[src/rtl/lfsr_timer_pkg.sv]
// Shared definitions for the LFSR interval timer family.
//   state_e    : controller states (IDLE, RUN)
//   SEED       : all-ones LFSR seed, truncated to the LFSR width by users
//   lfsr_taps  : maximal-length Fibonacci tap mask for widths 3..16
//   lfsr_term  : LFSR state reached div-1 steps after the seed; a prescaler
//                that reseeds on this state ticks every div clocks
package lfsr_timer_pkg;

    typedef enum logic [0:0] {
        IDLE = 1'b0,
        RUN  = 1'b1
    } state_e;

    localparam int LFSR_MAX_W = 16;
    localparam logic [LFSR_MAX_W-1:0] SEED = '1;

    // Bit k of the mask selects register bit k (tap k+1 in 1-based notation).
    function automatic logic [LFSR_MAX_W-1:0] lfsr_taps(input int width);
        logic [LFSR_MAX_W-1:0] taps;
        case (width)
            3:       taps = 16'h0006;
            4:       taps = 16'h000C;
            5:       taps = 16'h0014;
            6:       taps = 16'h0030;
            7:       taps = 16'h0060;
            8:       taps = 16'h00B8;
            9:       taps = 16'h0110;
            10:      taps = 16'h0240;
            11:      taps = 16'h0500;
            12:      taps = 16'h0829;
            13:      taps = 16'h100D;
            14:      taps = 16'h2015;
            15:      taps = 16'h6000;
            16:      taps = 16'hD008;
            default: taps = 16'h0000;
        endcase
        return taps;
    endfunction

    function automatic logic [LFSR_MAX_W-1:0] lfsr_term(input int width, input int div);
        logic [LFSR_MAX_W-1:0] mask;
        logic [LFSR_MAX_W-1:0] taps;
        logic [LFSR_MAX_W-1:0] s;
        mask = (16'h0001 << width) - 16'h0001;
        taps = lfsr_taps(width);
        s    = SEED & mask;
        for (int i = 1; i < div; i++) begin
            s = ((s << 1) | {15'd0, ^(s & taps)}) & mask;
        end
        return s;
    endfunction

endpackage

[src/rtl/lfsr_interval_timer_prescaler.sv]
// LFSR prescaler: emits a one-cycle tick every TICK_DIV enabled clocks.
//   clk    : clock
//   rst    : synchronous active-low reset, loads the all-ones seed
//   en     : advance the LFSR one step this clock
//   reseed : load the seed and drop any pending tick (wins over en)
//   tick   : registered pulse, high for one cycle each TICK_DIV clocks
// The LFSR replaces a binary down-counter so the compare is a single
// equality against a constant state computed at elaboration.
module lfsr_prescaler
    import lfsr_timer_pkg::*;
#(
    parameter int LFSR_W   = 7,
    parameter int TICK_DIV = 100
) (
    input  logic clk,
    input  logic rst,
    input  logic en,
    input  logic reseed,
    output logic tick
);

    localparam logic [LFSR_W-1:0] TAPS   = LFSR_W'(lfsr_taps(LFSR_W));
    localparam logic [LFSR_W-1:0] SEED_W = LFSR_W'(SEED);
    localparam logic [LFSR_W-1:0] TERM   = LFSR_W'(lfsr_term(LFSR_W, TICK_DIV));

    logic [LFSR_W-1:0] lfsr;
    logic              fb;

    assign fb = ^(lfsr & TAPS);

    always_ff @(posedge clk) begin
        if (!rst) begin
            lfsr <= SEED_W;
            tick <= 1'b0;
        end else begin
            tick <= 1'b0;
            if (reseed) begin
                lfsr <= SEED_W;
            end else if (en) begin
                if (lfsr == TERM) begin
                    lfsr <= SEED_W;
                    tick <= 1'b1;
                end else begin
                    lfsr <= {lfsr[LFSR_W-2:0], fb};
                end
            end
        end
    end

endmodule

[src/rtl/lfsr_interval_timer.sv]
// Programmable interval timer built on the LFSR prescaler.
//   clk     : clock
//   rst     : synchronous active-low reset
//   start   : start / restart request (needs stop=0 and limit!=0)
//   stop    : abort; wins over start and over a coinciding final tick
//   mode    : 0 one-shot, 1 periodic; latched on an accepted start
//   limit   : ticks per interval; latched on an accepted start
//   tick    : base-tick pulse from the prescaler
//   count   : ticks elapsed in the current interval
//   timeout : one-cycle pulse when the interval completes
//   busy    : high while running
//
// state | meaning
// IDLE  | prescaler frozen, waiting for a valid start
// RUN   | prescaler running, counting ticks toward limit_q
module lfsr_interval_timer
    import lfsr_timer_pkg::*;
#(
    parameter int LFSR_W   = 7,
    parameter int TICK_DIV = 100,
    parameter int CNT_W    = 4
) (
    input  logic             clk,
    input  logic             rst,
    input  logic             start,
    input  logic             stop,
    input  logic             mode,
    input  logic [CNT_W-1:0] limit,
    output logic             tick,
    output logic [CNT_W-1:0] count,
    output logic             timeout,
    output logic             busy
);

    localparam logic [0:0] ST_IDLE = IDLE;
    localparam logic [0:0] ST_RUN  = RUN;

    logic [0:0]       state;
    logic [CNT_W-1:0] limit_q;
    logic             mode_q;
    logic             start_ok;
    logic             running;
    logic             last_tick;

    assign start_ok  = start & ~stop & (limit != '0);
    assign running   = (state == ST_RUN);
    assign last_tick = (count == limit_q - CNT_W'(1));
    assign busy      = running;

    // A stop freezes the prescaler so a tick cannot surface after the abort.
    lfsr_prescaler #(
        .LFSR_W   (LFSR_W),
        .TICK_DIV (TICK_DIV)
    ) u_prescaler (
        .clk    (clk),
        .rst    (rst),
        .en     (running & ~stop),
        .reseed (start_ok),
        .tick   (tick)
    );

    always_ff @(posedge clk) begin
        if (!rst) begin
            state   <= ST_IDLE;
            count   <= '0;
            timeout <= 1'b0;
            limit_q <= '0;
            mode_q  <= 1'b0;
        end else begin
            timeout <= 1'b0;
            case (state)
                ST_IDLE: begin
                    if (start_ok) begin
                        state   <= ST_RUN;
                        limit_q <= limit;
                        mode_q  <= mode;
                        count   <= '0;
                    end
                end
                ST_RUN: begin
                    if (stop) begin
                        state <= ST_IDLE;
                        count <= '0;
                    end else if (start_ok) begin
                        limit_q <= limit;
                        mode_q  <= mode;
                        count   <= '0;
                    end else if (tick) begin
                        if (last_tick) begin
                            count   <= '0;
                            timeout <= 1'b1;
                            if (!mode_q) begin
                                state <= ST_IDLE;
                            end
                        end else begin
                            count <= count + CNT_W'(1);
                        end
                    end
                end
                default: state <= ST_IDLE;
            endcase
        end
    end

endmodule

[config.mk]
export PLATFORM = sky130hd
export DESIGN_NAME = lfsr_interval_timer
export DESIGN_NICKNAME = d
export VERILOG_FILES = /design/src/rtl/lfsr_timer_pkg.sv /design/src/rtl/lfsr_interval_timer_prescaler.sv /design/src/rtl/lfsr_interval_timer.sv
export SDC_FILE = /design/constraint.sdc
export NUM_CORES = 1
export LEC_CHECK = 0
export CORE_MARGIN = 3
export CORE_UTILIZATION = 30
export DETAILED_ROUTE_END_ITERATION = 12
export HOLD_SLACK_MARGIN = 0.05
export PLACE_DENSITY = 0.55
export SYNTH_ARGS = -nofsm -noshare
export SYNTH_HDL_FRONTEND = slang
export SYNTH_HIERARCHICAL = 1
export SYNTH_SLANG_ARGS = --single-unit
[constraint.sdc]
create_clock -name clk -period 2.21 [get_ports clk]
set_clock_uncertainty 0.1 [all_clocks]
set_input_delay 0.3315 -clock clk [delete_from_list [all_inputs] [get_ports clk]]
set_output_delay 0.3315 -clock clk [all_outputs]
set_load 0.02 [all_outputs]
# == Yosys cells after proc, flatten, opt, wreduce, memory -nomap -nowiden ==
# Index checks and enable logic that the tools add are counted.
# word_totals
reg_bits,19
in_bits,9
out_inout_bits,7
# op_classes
n_addsub,2
n_eq_ne,5
n_mux,22
bitwise_logic,8
n_reduce_logical,6
# op_table
op,n
4-bit two-way mux,7
4-bit case mux with 2 select lines,2
1-bit two-way mux,10
"7-bit by 6-bit equality test with 1-bit output, second input constant",1
7-bit two-way mux,1
7-bit parity,1
1-bit inverter,5
5-bit OR reduction,1
"4-bit by 1-bit adder with 4-bit output, second input constant",1
4-bit equality test,1
"2-bit != test, second input constant",2
"4-bit by 2-bit != test with 1-bit output, second input constant",1
1-bit case mux with 2 select lines,2
4-bit nonzero test,1
"4-bit by 1-bit subtractor with 4-bit output, second input constant",1
1-bit bitwise AND,3
3-bit OR reduction,1
2-bit AND reduction,1
2-bit OR reduction,1

# == Longest topological paths before layout ==
# Gate-level depths: netlist of the first run.
# depth
word_depth,7
mapped_depth,6
ltp_nobuf,6

# == Cells and area by module ==
# The synthesis of the first run kept the hierarchy.
# by_module_without_submodules
module,n_inst,cells_each,area_each_um2,seq_area_each_um2
lfsr_interval_timer,1,68,649.4,220.2
lfsr_prescaler,1,29,377.9,160.2

# == Worst setup path before layout of the first run ==
# Ideal clock, no wire load.
# synth_path
path_type,in2reg
startpoint,in limit[3]
endpoint,reg u_prescaler.lfsr[1]
arrival_ns,1.548
setup_slack_ns,0.427
path_stages,6
path_cell_list,o41a_4 > and2_4 > buf_6 > nor2b_1 > clkbuf_1 > o211ai_1
# synth_between
elab_chain_len,3
# synth_lines
element,line_no,text
from (decl),lfsr_interval_timer.sv:28,"input logic [CNT_W-1:0] limit,"
4-bit nonzero test,lfsr_interval_timer.sv:45,assign start_ok = start & ~stop & (limit != '0);
1-bit bitwise AND,lfsr_interval_timer.sv:45,
named net start_ok,lfsr_interval_timer.sv:41,logic start_ok;
2-bit OR reduction (no source line),--,
to (signal assigned),lfsr_interval_timer_prescaler.sv:44,"lfsr <= {lfsr[LFSR_W-2:0], fb};"
to (decl),lfsr_interval_timer_prescaler.sv:26,logic [LFSR_W-1:0] lfsr;
# The timed path passes the listed nets, and every way through them passes these cells.
# A chain may end at the register's enable or synchronous reset.

# == Final worst setup path of the first run ==
# layout_path
startpoint,reg count[0]
endpoint,out count[0]
# layout_rtl
element,line_no,text
from (decl),lfsr_interval_timer.sv:30,"output logic [CNT_W-1:0] count,"
from (signal assigned),lfsr_interval_timer.sv:96,count <= count + CNT_W'(1);
# No word-level cell between the ends.

==> impl.org, run 1 <==
** Detailed routing
- Average detailed-routed wire length per instance :: 12.1 um
- The detail route stage leaves a number of antenna-violating nets equal to 0.
- The first detailed-routing pass took 4 iterations.
- In the routed layout, each cell is associated on average with a via count of around 4.7.
- In this run, the number of DRC markers left after iteration 0 of detailed routing was 10.
- The routed design has 1930 um of wire.
- The final route contains approximately 750 vias.
- Drc violations :: 0

** Finish
- Across the whole layout, storage elements account for around 380 um2.
- The area growth from synthesis to layout is 23.0%.
- The repair_antennas step left the layout with diodes totalling 0.
- The post-route netlist has between 10% and 20% of its cells at a drive strength greater than 1.
- Final #Nets :: 127
- Summing all multi-input logic gate instances after layout gives 598 um2.
- The filler cells instantiated in the layout total about 330.
- Final core utilization :: 40.1%

** STA
- RSZ-0062 raised after global routing :: no
- The clock period could shrink to 1850 ps.
- Final setup vio count :: 0
- Measured against its own limit, the worst slew margin works out to a little over 70%.
- Derived from the worst setup path, the maximum achievable clock frequency is 539 MHz.
- Final Max Tran Viols :: 0
- After layout, the worst path uses 83.9% of the clock period.
- At the pin with the least slew margin, the transition time is 421 ps.
- For the final routed database, the setup TNS stands at 0 ps.
- The number of endpoints with negative hold slack in the final report came to 0.

** Logic synthesis
- Sequential elements use 37.0% of the synthesized area.
- Cell count after synthesis :: 97
- Most frequent cell after synthesis :: dfxtp_1
- Top FF cell, synth :: dfxtp_1
- The synthesized design spends more area on one cell type than any other, namely dfxtp_1.
- By count the netlist is led by dfxtp_1 (19), mux2i_1 (9), o211ai_1 (8).
- Counting every net in the synthesized netlist gives 108.
- Yosys top cell area share :: a little under two fifths
- Of all flip-flops after synthesis, the portion carrying an async set or reset was 0%.
- Yosys warns :: 6
- Synth area leaders :: dfxtp_1 (37%), mux2i_1 (8.8%), o211ai_1 (5.8%)
- Post-synthesis register bit count :: 19
- A synthesized cell averages 10.6 um2.
- Summing every instance area after synthesis gives about 1000 um2.
- In this run, synthesis inferred 0 flip-flops with an integrated enable.
- Yosys mapped the design onto 32 distinct sky130hd cell types.

** Worst setup path
- Type of element launching the critical path :: flip-flop
- STA classifies the critical path endpoint as a primary output.
- The worst setup path is of the reg -> out kind.
- Top Family by Delay on Critical Path :: buffers and inverters
- Crit-path slowest cell :: clkdlybuf4s50_1
- Counting both buffers and inverters, the worst setup path holds a total of 1.
- CP Data Arrival Time :: 1420 ps
- At the worst endpoint, the required time is approximately 1800 ps.
- Max incr delay on CP :: 650 ps
- CP Cell Sequence :: clkdlybuf4s50_1
- Cell count along the critical path :: 1
- The worst register-to-register path has a depth of 6.
- Along the worst path, the maximum fanout reaches 6.

** Power
- Registers are responsible for 57.3% of the overall power.
- Per report_power, the clock group accounts for 29.3% of the total.
- Power Dens Cells :: 487 nW/um2
- The worst-case IR drop observed on VDD is 0.000324 V.
- Of the total power, the share spent switching nets is 24.9%.
- For this design the static power due to leakage is ~0.44 nW.
- Combinational group share of total power :: between 10% and 20%
- Internal power consumption :: 0.462 mW
- In this run the power spent charging and discharging nets is 0.153 mW.

** Clock tree
- Root buf cell :: clkbuf_4
- Post-CTS setup repair buffer count :: 0
- TritonCTS built the clock tree.
- The clock drives 19 sinks.
- No sink is reached through more buffers than the 2 on the longest clock path.
- Hold buffers post-CTS :: 0
- CTS built an H-tree with a depth of 1.
- Clock-pin slew was measured on the worst setup and hold paths at 110 ps.
- Cts repair resizes :: 0
- Worst-skew pair later-pin latency :: 300 ps
- The number of clock buffers added by TritonCTS is 3.

** Global route
- Global routing used 10.3% of the available tracks.
- The total overflow left after global routing is 0.
- Entering global routing, the biggest net connects 12 pins.
- The number of global-route vias before repair is a little over 700.
- Wire length of the first global-routing pass :: between 3000 and 4000 um
- Number of antenna violations at the first check in global routing :: 0

** Run
- Across the run, the number of max-cap violations was 0.

** Status
- The flow ran to the end, and the final reports show no timing, DRC or antenna violations.

** Floorplanning
- The floorplan step defined a die boundary enclosing roughly 4200 um2.
- Pin placement for this block handled 16 I/O pins.
- Starting density of the core :: 32.6%
- Row cnt :: 20
- The floorplan step set the die width to 64.5 um.
- The die is 64.5 um tall.
- Area of the core :: 3150 um2

** Placed design
- Number of input and output port buffers inserted :: 15
- Routability-driven placement finished with a final weighted congestion of 0.809.
- Detailed placement ended at an HPWL of 1500 um.

** Worst hold path
- Hold Path Depth :: 1
- Class of the tightest hold or removal check :: reg -> reg
-- worst paths after layout --
| path | endpoint | slack (ps) | from |
|---|---|---|---|
| max | count[0] | 360 | count[0]$_SDFFE_PN0P_ |
| max reg2reg | timeout$_SDFF_PP0_ | 470 | limit_q[0]$_SDFFE_PN0P_ |
| min | busy$_SDFF_PN0_ | 410 | u_prescaler/tick$_SDFF_PP0_ |
| min reg2reg | busy$_SDFF_PN0_ | 410 | u_prescaler/tick$_SDFF_PP0_ |
-- registers in the layout, summed over array words and instances (netlist names) --
| register | flops |
|---|---|
| mode_q | 1 |
| timeout | 1 |
| u_prescaler/tick | 1 |
| u_prescaler/lfsr | 7 |
| limit_q | 4 |
| busy | 1 |
| count | 4 |
-- cell usage in the layout (no fill, tap or decap), drive strengths merged --
cell and count:
a21boi 2, a21oi 5, a31oi 2, and2 1, and4 1, buf 3
clkbuf 4, clkdlybuf4s50 15, dfxtp 19, ha 2, inv 5, mux2i 9
nand2 5, nand3 4, nand4 1, nand4b 1, nand4bb 2, nor2 3
nor2b 7, nor3 1, nor3b 2, nor4b 2, o2111ai 1, o211ai 9
o21a 1, o41a 1, or2b 1, xnor2 3, xnor3 1, xor2 2
-- cell families (layout without fill, tap and decap cells) --
| family | Yosys count | after routing | share of synthesized area (%) |
|---|---|---|---|
| compound gates | 21 | 21 | 15.8 |
| xor+xnor | 6 | 6 | 6.46 |
| fa+ha+maj | 2 | 2 | 2.44 |
| buf+inv | 9 | 27 | 4.75 |
| flops | 19 | 19 | 37.0 |
| mux | 9 | 9 | 8.77 |
| simple gates | 31 | 31 | 24.7 |
-- area by class of cell --
class | count | share of cell area (%)
Timing Repair Buffer | 18 | 14.7
Sequential cell | 19 | 30.1
Inverter | 5 | 1.49
Tap cell | 44 | 4.36
Clock buffer | 4 | 2.08
Multi-Input combinational cell | 69 | 47.3
-- per-stage QoR --
stage / instances / worst slack [ps] / cell area (um2) / total power, mW / hold WS [ps]
global placement: 155 / 115 / 1240 / 0.442 / 390
floorplan: 97 / 427 / 1030 / 0.412 / 365
CTS: 159 / 348 / 1260 / 0.624 / 411
detailed placement: 155 / 82.4 / 1240 / 0.443 / 386
finish: 159 / 356 / 1260 / 0.615 / 415
global route: 159 / 272 / 1260 / 0.639 / 444
-- per-layer routing --
layer	global-route usage [%]	share of wire (%)
met3	2.08	4.5
met2	14.6	41
met1	14.6	52
met4	5.54	2.5
met5	0	0
-- power by group through the flow --
stage / Combinational [mW] / Sequential, mW / Clock (mW)
finish: 0.0823 / 0.353 / 0.180
global route: 0.0907 / 0.354 / 0.194
CTS: 0.0829 / 0.353 / 0.189
detailed placement: 0.0828 / 0.361 / 0
global placement: 0.0815 / 0.361 / 0
floorplan: 0.0514 / 0.361 / 0
No activity file was read; power rests on OpenSTA's default activity.
==> run 2: changes to the inputs <==
--- a/config.mk
+++ b/config.mk
@@ -9,7 +9,7 @@
 export CORE_UTILIZATION = 30
 export DETAILED_ROUTE_END_ITERATION = 12
 export HOLD_SLACK_MARGIN = 0.05
-export PLACE_DENSITY = 0.55
+export PLACE_DENSITY = 0.56
 export SYNTH_ARGS = -nofsm -noshare
 export SYNTH_HDL_FRONTEND = slang
 export SYNTH_HIERARCHICAL = 1
==> constraint.sdc (replaced) <==
create_clock -name clk -period 1.5 [get_ports clk]
set_clock_uncertainty 0.1 [all_clocks]
set_input_delay 0.225 -clock clk [delete_from_list [all_inputs] [get_ports clk]]
set_output_delay 0.225 -clock clk [all_outputs]
set_load 0.02 [all_outputs]
==> run 2 against run 1 <==
  * Critical endpoint is now count[2]$_SDFFE_PN0P_
  * Clock power is 42% higher
  * Design area is 15% higher
  * Cell count is 9.4% higher
  * Critical path depth is 5 higher
  * Total power is 54% higher
  * First-iteration DRC count is 120% higher
  * Worst setup slack worse by 350 ps
  * Register-to-register slack worse by 470 ps
  * Die area stayed put
  * Sequential power is 48% higher
  * Largest power group unchanged
  * Critical path type is now reg -> reg
==> impl.org, run 2 (synthesized netlist as in run 1, its figures left out) <==
** Status
- The run finished with clean final reports.

** Worst setup path
- Required time of the worst setup path :: approximately 1600 ps
- Critical Path End Type :: flip-flop
- STA puts the critical path data arrival time at between 1500 and 2000 ps.
- Critical-path maximum fanout :: 5
- Critical path type :: reg -> reg
- Minimum setup slack among reg-to-reg paths :: 3 ps
- Startpoint of the worst register-to-register path :: limit_q[1]$_SDFFE_PN0P_
- R2R cell count :: 6
- Type of element launching the critical path :: flip-flop
- The worst register-to-register path ends at count[2]$_SDFFE_PN0P_.

** STA
- RSZ-0062 raised after global routing :: yes
- Setup_tns :: 0 ps
- For the finished layout, the period the worst path requires is 1500 ps.
- The number of max-slew violations in the final report is 0.
- Post-route clock period utilization :: about 100%
- Max-slew headroom at the worst pin :: between 70% and 80%
- Final setup vio count :: 0
- Tightest Pin Transition :: 353 ps
- Hold slack :: 273 ps
- The number of endpoints with negative hold slack in the final report was 0.
- For this run, the top clock speed supported by timing is approximately 670 MHz.

** Power
- Overall power consumption after layout is estimated at 0.949 mW.
- Largest voltage drop on the vdd net :: between 0.0003 and 0.0004 V
- For this design the static power due to leakage is 0.570 nW.
- Dividing total power by cell area gives a power density of 655 nW/um2.

** Finish
- Registers with the most flip-flops :: u_prescaler/lfsr (7), count (4), limit_q (4)
- Final standard cell area without fillers :: 1450 um2
- The repair_antennas step left the layout with diodes totalling 0.
- The register with the most flip-flops in the layout has 7 of them.
- Most flops, register :: u_prescaler/lfsr
- Number of filler instances in the final layout :: about 320
- Most frequent standard cell in the layout excluding fill and tap cells :: buf_4
- Final #Nets :: 142
- The finished layout holds 174 standard cells, fillers aside.
- In the layout the commonest cells are buf_4 (17), dfxtp_1 (14), dlygate4sd2_1 (11).
- The post-route netlist has approximately a third of its cells at a drive strength greater than 1.
- From synthesis to final layout, the design area changed by 41.0%.

** Worst hold path
- Hold Path Depth :: 3
- For hold timing, the worst endpoint is limit_q[1]$_SDFFE_PN0P_.
- The path class of the tightest hold or removal check is in -> reg.
- The worst hold path begins at limit[1].

** Floorplanning
- The core region is 3150 um2.
- The initialized floorplan defines 20 standard-cell rows.
- Height of the die :: 64.5 um
- I/O Pins :: 16
- Once the floorplan was initialized, standard cells occupied 32.6% of the core.
- Die span in x :: approximately 65 um
- Die ar. :: between 4000 and 5000 um2

** Global route
- Wire length of the first global-routing pass :: 3520 um
- The initial antenna violation count was 0.
- Entering global routing, the biggest net connects 11 pins.
- Global routing consumed, over all layers together, 10.9% of the routing resources.
- Vias in the first global route :: 792
- The total overflow left after global routing is 0.

** Clock tree
- # clock sinks :: 19
- Clk pin slew, worst setup/hold paths :: 100 ps
- The later pin in the worst-skew pair is clocked with a latency of 290 ps.
- CTS tree :: built
- Root buf cell :: clkbuf_4
- Number of levels the H-tree was split into :: 1
- CTS buffer count :: 3
- Maximum clock path buffer count :: 2

** Placed design
- Sum of net half-perimeters after detailed placement :: 1690 um
- Placer Congestion :: around 0.77
- In this run the cell area measured after placement is 1320 um2.
- In this run, placement finished with an instance count of 166.
- In this run the tool buffered the top-level ports with 15 buffer cells.

** Detailed routing
- The first routing iteration left 22 violations.
- The count of nets left with antenna violations once routing finished came out at 0.
- Total wire length :: ~2200 um
- Post-DR vias/cell :: 4.81
- The first TritonRoute pass finished after 4 iterations.
- Average detailed-routed wire length per instance :: 12.8 um
- Total via count in the routed design :: ~840
- After detailed routing, the number of remaining DRC violations is 0.

** Run
- Maximum Capacitance Violations :: 0
-- run 2: layout make-up --
type | count | area, um2 | share of cell area (%)
well taps | 44 | 55.1 | 3.80
flip-flops and latches | 19 | 387 | 26.7
clock buffers | 4 | 26.3 | 1.81
inverters | 5 | 18.8 | 1.30
multi-input cells | 69 | 678 | 46.8
repair buffers | 33 | 284 | 19.6
-- run 2: timing repair --
| action | in CTS | in global routing |
|---|---|---|
| setup buffers | 1 | 3 |
| gates cloned | 0 | 0 |
| pin swaps | 7 | 13 |
| gates resized for setup | 25 | 4 |
| endpoints found under the hold margin | 0 | 0 |
| endpoints found under the setup margin | 26 | 11 |
| hold buffers | 0 | 0 |
-- run 2: worst max-delay path by stage --
stage / cells past startpoint / slack, ps / from / end
floorplan: 6 / -80 / limit[2] / u_prescaler/lfsr[1]$_SDFFE_PP1P_
global placement: 6 / -470 / limit[2] / count[3]$_SDFFE_PN0P_
detailed placement: 6 / -510 / limit[2] / count[3]$_SDFFE_PN0P_
CTS: 6 / -10 / limit_q[0]$_SDFFE_PN0P_ / count[2]$_SDFFE_PN0P_
global route: 6 / -90 / limit_q[1]$_SDFFE_PN0P_ / count[0]$_SDFFE_PN0P_
finish: 6 / 3 / limit_q[1]$_SDFFE_PN0P_ / count[2]$_SDFFE_PN0P_
-- run 2: critical path, cell delays in order (launching register included) --
cell and delay, ps:
dfxtp_2 360, inv_2 50, ha_4 280, xor2_4 160
nand3_4 120, o2111ai_2 200, o211ai_2 110
-- run 2: metal layers --
metal	vias up	GRT usage, %	share of wire [%]
li1	421	-	-
met4	0	5.54	1.5
met1	392	13.3	47
met5	-	0	0
met2	20	17.9	46
met3	4	2.43	4.7
-- run 2: per-stage QoR --
step	util, %	worst slack, ps
2_1_floorplan	-	-81.2
3_3_place_gp	42.0	-472
3_5_place_dp	42.0	-512
4_1_cts	44.4	-14.0
5_1_grt	46.0	-89.2
6_report	46.0	3.49
-- run 2: report_power, final --
part           switching, mW  internal [mW]
Combinational         0.0790         0.0939
Sequential           0.00709          0.514
Clock                  0.152          0.104
Total                  0.238          0.711
==> run 3: changes to the inputs <==
--- a/config.mk
+++ b/config.mk
@@ -5,11 +5,11 @@
 export SDC_FILE = /design/constraint.sdc
 export NUM_CORES = 1
 export LEC_CHECK = 0
-export CORE_MARGIN = 3
-export CORE_UTILIZATION = 30
+export CORE_MARGIN = 1
+export CORE_UTILIZATION = 47
 export DETAILED_ROUTE_END_ITERATION = 12
 export HOLD_SLACK_MARGIN = 0.05
-export PLACE_DENSITY = 0.56
+export PLACE_DENSITY = 0.79
 export SYNTH_ARGS = -nofsm -noshare
 export SYNTH_HDL_FRONTEND = slang
 export SYNTH_HIERARCHICAL = 1
==> constraint.sdc (replaced) <==
create_clock -name clk -period 1.5 [get_ports clk]
set_clock_uncertainty 0.1 [all_clocks]
set_input_delay 0.225 -clock clk [delete_from_list [all_inputs] [get_ports clk]]
set_output_delay 0.225 -clock clk [all_outputs]
set_load 0.01 [all_outputs]
==> run 3 against run 2 <==
  * The run now ends with negative setup slack left
  * Global-route usage up 8.9 points
  * Combinational power barely moved
  * Via count did not move
  * Wire length fell by 0.98%
  * Total power is 1.1% higher
  * Critical path depth did not move
  * Flip-flop and latch count stayed put
  * Utilization up 26 points
  * Critical endpoint unchanged
  * Largest power group unchanged
==> impl.org, run 3 (synthesized netlist as in run 1, its figures left out) <==
** Status
- Outcome :: finished with violations
- Violations in the final reports :: negative setup slack

** Worst hold path
- The worst hold path was traced through 3 stages.
- Class of the tightest hold or removal check :: in -> reg
- Hold EP :: limit_q[2]$_SDFFE_PN0P_
- In this run the most critical hold path is launched from limit[2].

** Detailed routing
- The first detailed-routing pass took 4 iterations.
- For this block, the via count after detailed routing is 837.
- Antenna-violating nets left :: 0
- Drc violations :: 0
- Met2 Routed Length :: 1120 um
- In the final routing, the length of wire on met1 measures 1020 um.
- After detailed routing, the total wire length is 2210 um.
- After detailed routing, the met3 layer carries 57 um of wire.
- Dividing the detail-routed via count by the number of cells gives 5.26.
- In the final routed layout, each cell accounts on average for 13.9 um.
- Top layer used by detailed routing :: met4
- After the first detailed-routing iteration, the DRC count stood at 14.

** Floorplanning
- Die span in x :: 48.8 um
- Height of the die :: just under 50 um
- The die covers 2380 um2.
- Area of the core :: 2000 um2
- I/O Pins :: 16
- Once the floorplan was initialized, standard cells occupied about half of the core.
- In this run the core area contains 16 standard-cell rows.

** Finish
- Area added between synthesis and finish :: 40.7%
- The filler cells instantiated in the layout total 141.
- Final #Nets :: 144
- The repair_antennas step left the layout with diodes totalling 0.
- Finished Layout Cells :: 159
- The multi-input combinational cells in the finished layout cover a total of 671 um2.
- The finished cells cover approximately 1400 um2.
- In the final layout, the share of cells above drive strength 1 is 37.1%.
- The library cells used most frequently in the layout, excluding fill and tap cells, are buf_4 (19), dfxtp_1 (12), dlygate4sd2_1 (10).
- Registers take ~390 um2.
- Registers with the most flip-flops :: u_prescaler/lfsr (7), count (4), limit_q (4)
- Most flops, register :: u_prescaler/lfsr
- Final core utilization :: 72.2%
- Most frequent standard cell in the layout excluding fill and tap cells :: buf_4
- The register with the most flip-flops in the layout has 7 of them.

** Global route
- Entering global routing, the biggest net connects 13 pins.
- Global routing consumed, over all layers together, 19.8% of the routing resources.
- Vias in the first global route :: 827
- The first global-routing pass estimated 3620 um of wire.
- Number of antenna violations at the first check in global routing :: 0
- Total global routing overflow :: 0

** Clock tree
- After clock tree synthesis, the flow added hold-fix buffers numbering 0.
- The number of clock buffers added by TritonCTS is 3.
- Clk pin slew, worst setup/hold paths :: between 100 and 150 ps
- Maximum clock path buffer count :: 2
- For the worst-skew pair, the clock arrives at the later sink with an insertion delay of around 300 ps.
- The tree built by TritonCTS fans out to 19 sinks.
- TritonCTS built the clock tree.
- Number of levels the H-tree was split into :: 1
- Root buf cell :: clkbuf_4

** Placed design
- Sum of net half-perimeters after detailed placement :: between 1500 and 2000 um
- Total placed cells including tap cells :: 151
- During placement, the flow inserted port buffers numbering 15.
- At the end of routability-driven placement, the weighted congestion stood at 0.751.
- The placed instances occupy a cell area of 1320 um2.

** Worst setup path
- Required time of the worst setup path :: 1600 ps
- The worst register-to-register path begins at limit_q[0]$_SDFFE_PN0P_.
- Minimum setup slack among reg-to-reg paths :: -7 ps
- Critical-path maximum fanout :: 5
- RR Endpoint :: count[2]$_SDFFE_PN0P_
- R2R cell count :: 6
- Critical Path End Type :: flip-flop
- The worst setup path is launched from a flip-flop.
- Critical path type :: reg -> reg
- CP Data Arrival Time :: roughly 1600 ps

** Power
- VDD sags by at most 0.000501 V.
- Leakage :: 0.595 nW
- Power Dens Cells :: 664 nW/um2
- After layout, the design draws a total of 0.959 mW.

** STA
- Setup repair after global routing could not meet its margin everywhere.
- The final critical path takes up 100% of the cycle.
- Setup total negative slack on the finished layout was measured at -8.20 ps.
- Headroom to the max-slew limit came out at 71.2%.
- Peak Freq :: 664 MHz
- Once routing completed, OpenROAD measured the worst setup slack at -6.51 ps.
- The routed design could run at a clock period as short as 1510 ps.
- Final setup vio count :: 3
- Tightest Pin Transition :: 430 ps
- Final Max Tran Viols :: 0
- Fin. Hold Viols :: 0

** Run
- Across the run, the number of max-cap violations was 0.
run 3: cell types whose count changed in the layout (fill, tap and decap cells not counted), sizes merged:
cell	before	now
buf	18	20
clkinv	0	1
clkbuf	4	3
dlymetal6s2s	0	1
dlygate4sd2	11	10
run 3: worst max-delay path by stage:
stage | from | end | slack [ps] | cells after the start
floorplan | limit[2] | u_prescaler/lfsr[1]$_SDFFE_PP1P_ | -80 | 6
finish | limit_q[0]$_SDFFE_PN0P_ | count[2]$_SDFFE_PN0P_ | -7 | 6
global placement | limit[2] | u_prescaler/lfsr[2]$_SDFFE_PP1P_ | -450 | 6
detailed placement | limit[2] | mode_q$_SDFFE_PN0P_ | -510 | 6
CTS | limit_q[0]$_SDFFE_PN0P_ | count[2]$_SDFFE_PN0P_ | 1 | 5
global route | limit_q[0]$_SDFFE_PN0P_ | count[2]$_SDFFE_PN0P_ | -80 | 6
run 3: worst max-delay path, cell delays in order (launching register included):
cell	delay, ps
dfxtp_2	350
inv_2	50
ha_4	260
xor2_2	170
nand3_4	140
o2111ai_4	210
o211ai_2	110
run 3: repair_timing:
item | 4_1_cts | 5_1_grt
resized for setup | 25 | 7
setup buffers | 2 | 2
endpoints found under the setup margin | 25 | 11
pin swaps | 5 | 3
gates cloned | 0 | 0
run 3: metrics by stage:
stage | setup WS, ps | hold WS (ps)
after global placement | -448 | 383
after detailed placement | -509 | 406
after CTS | 1.08 | 255
after floorplan | -81.2 | 284
after global routing | -78.0 | 284
final | -6.51 | 262
run 3: layout make-up:
| type | count | share of cell area [%] |
|---|---|---|
| flip-flops and latches | 19 | 27.1 |
| well taps | 27 | 2.34 |
| inverters | 5 | 1.30 |
| multi-input cells | 69 | 46.4 |
| clock inverters | 1 | 0.346 |
| clock buffers | 3 | 1.56 |
| repair buffers | 35 | 21.0 |
run 3: metal layers:
layer	track usage [%]	vias to the layer above
li1	-	425
met1	23.8	396
met2	35.9	14
met5	0	-
met4	4.41	0
met3	3.77	2
run 3: report_power, final:
| part | switching, mW | total [mW] | internal, mW |
|---|---|---|---|
| Clock | 0.169 | 0.269 | 0.0995 |
| Combinational | 0.0790 | 0.172 | 0.0926 |
| Sequential | 0.00699 | 0.519 | 0.512 |
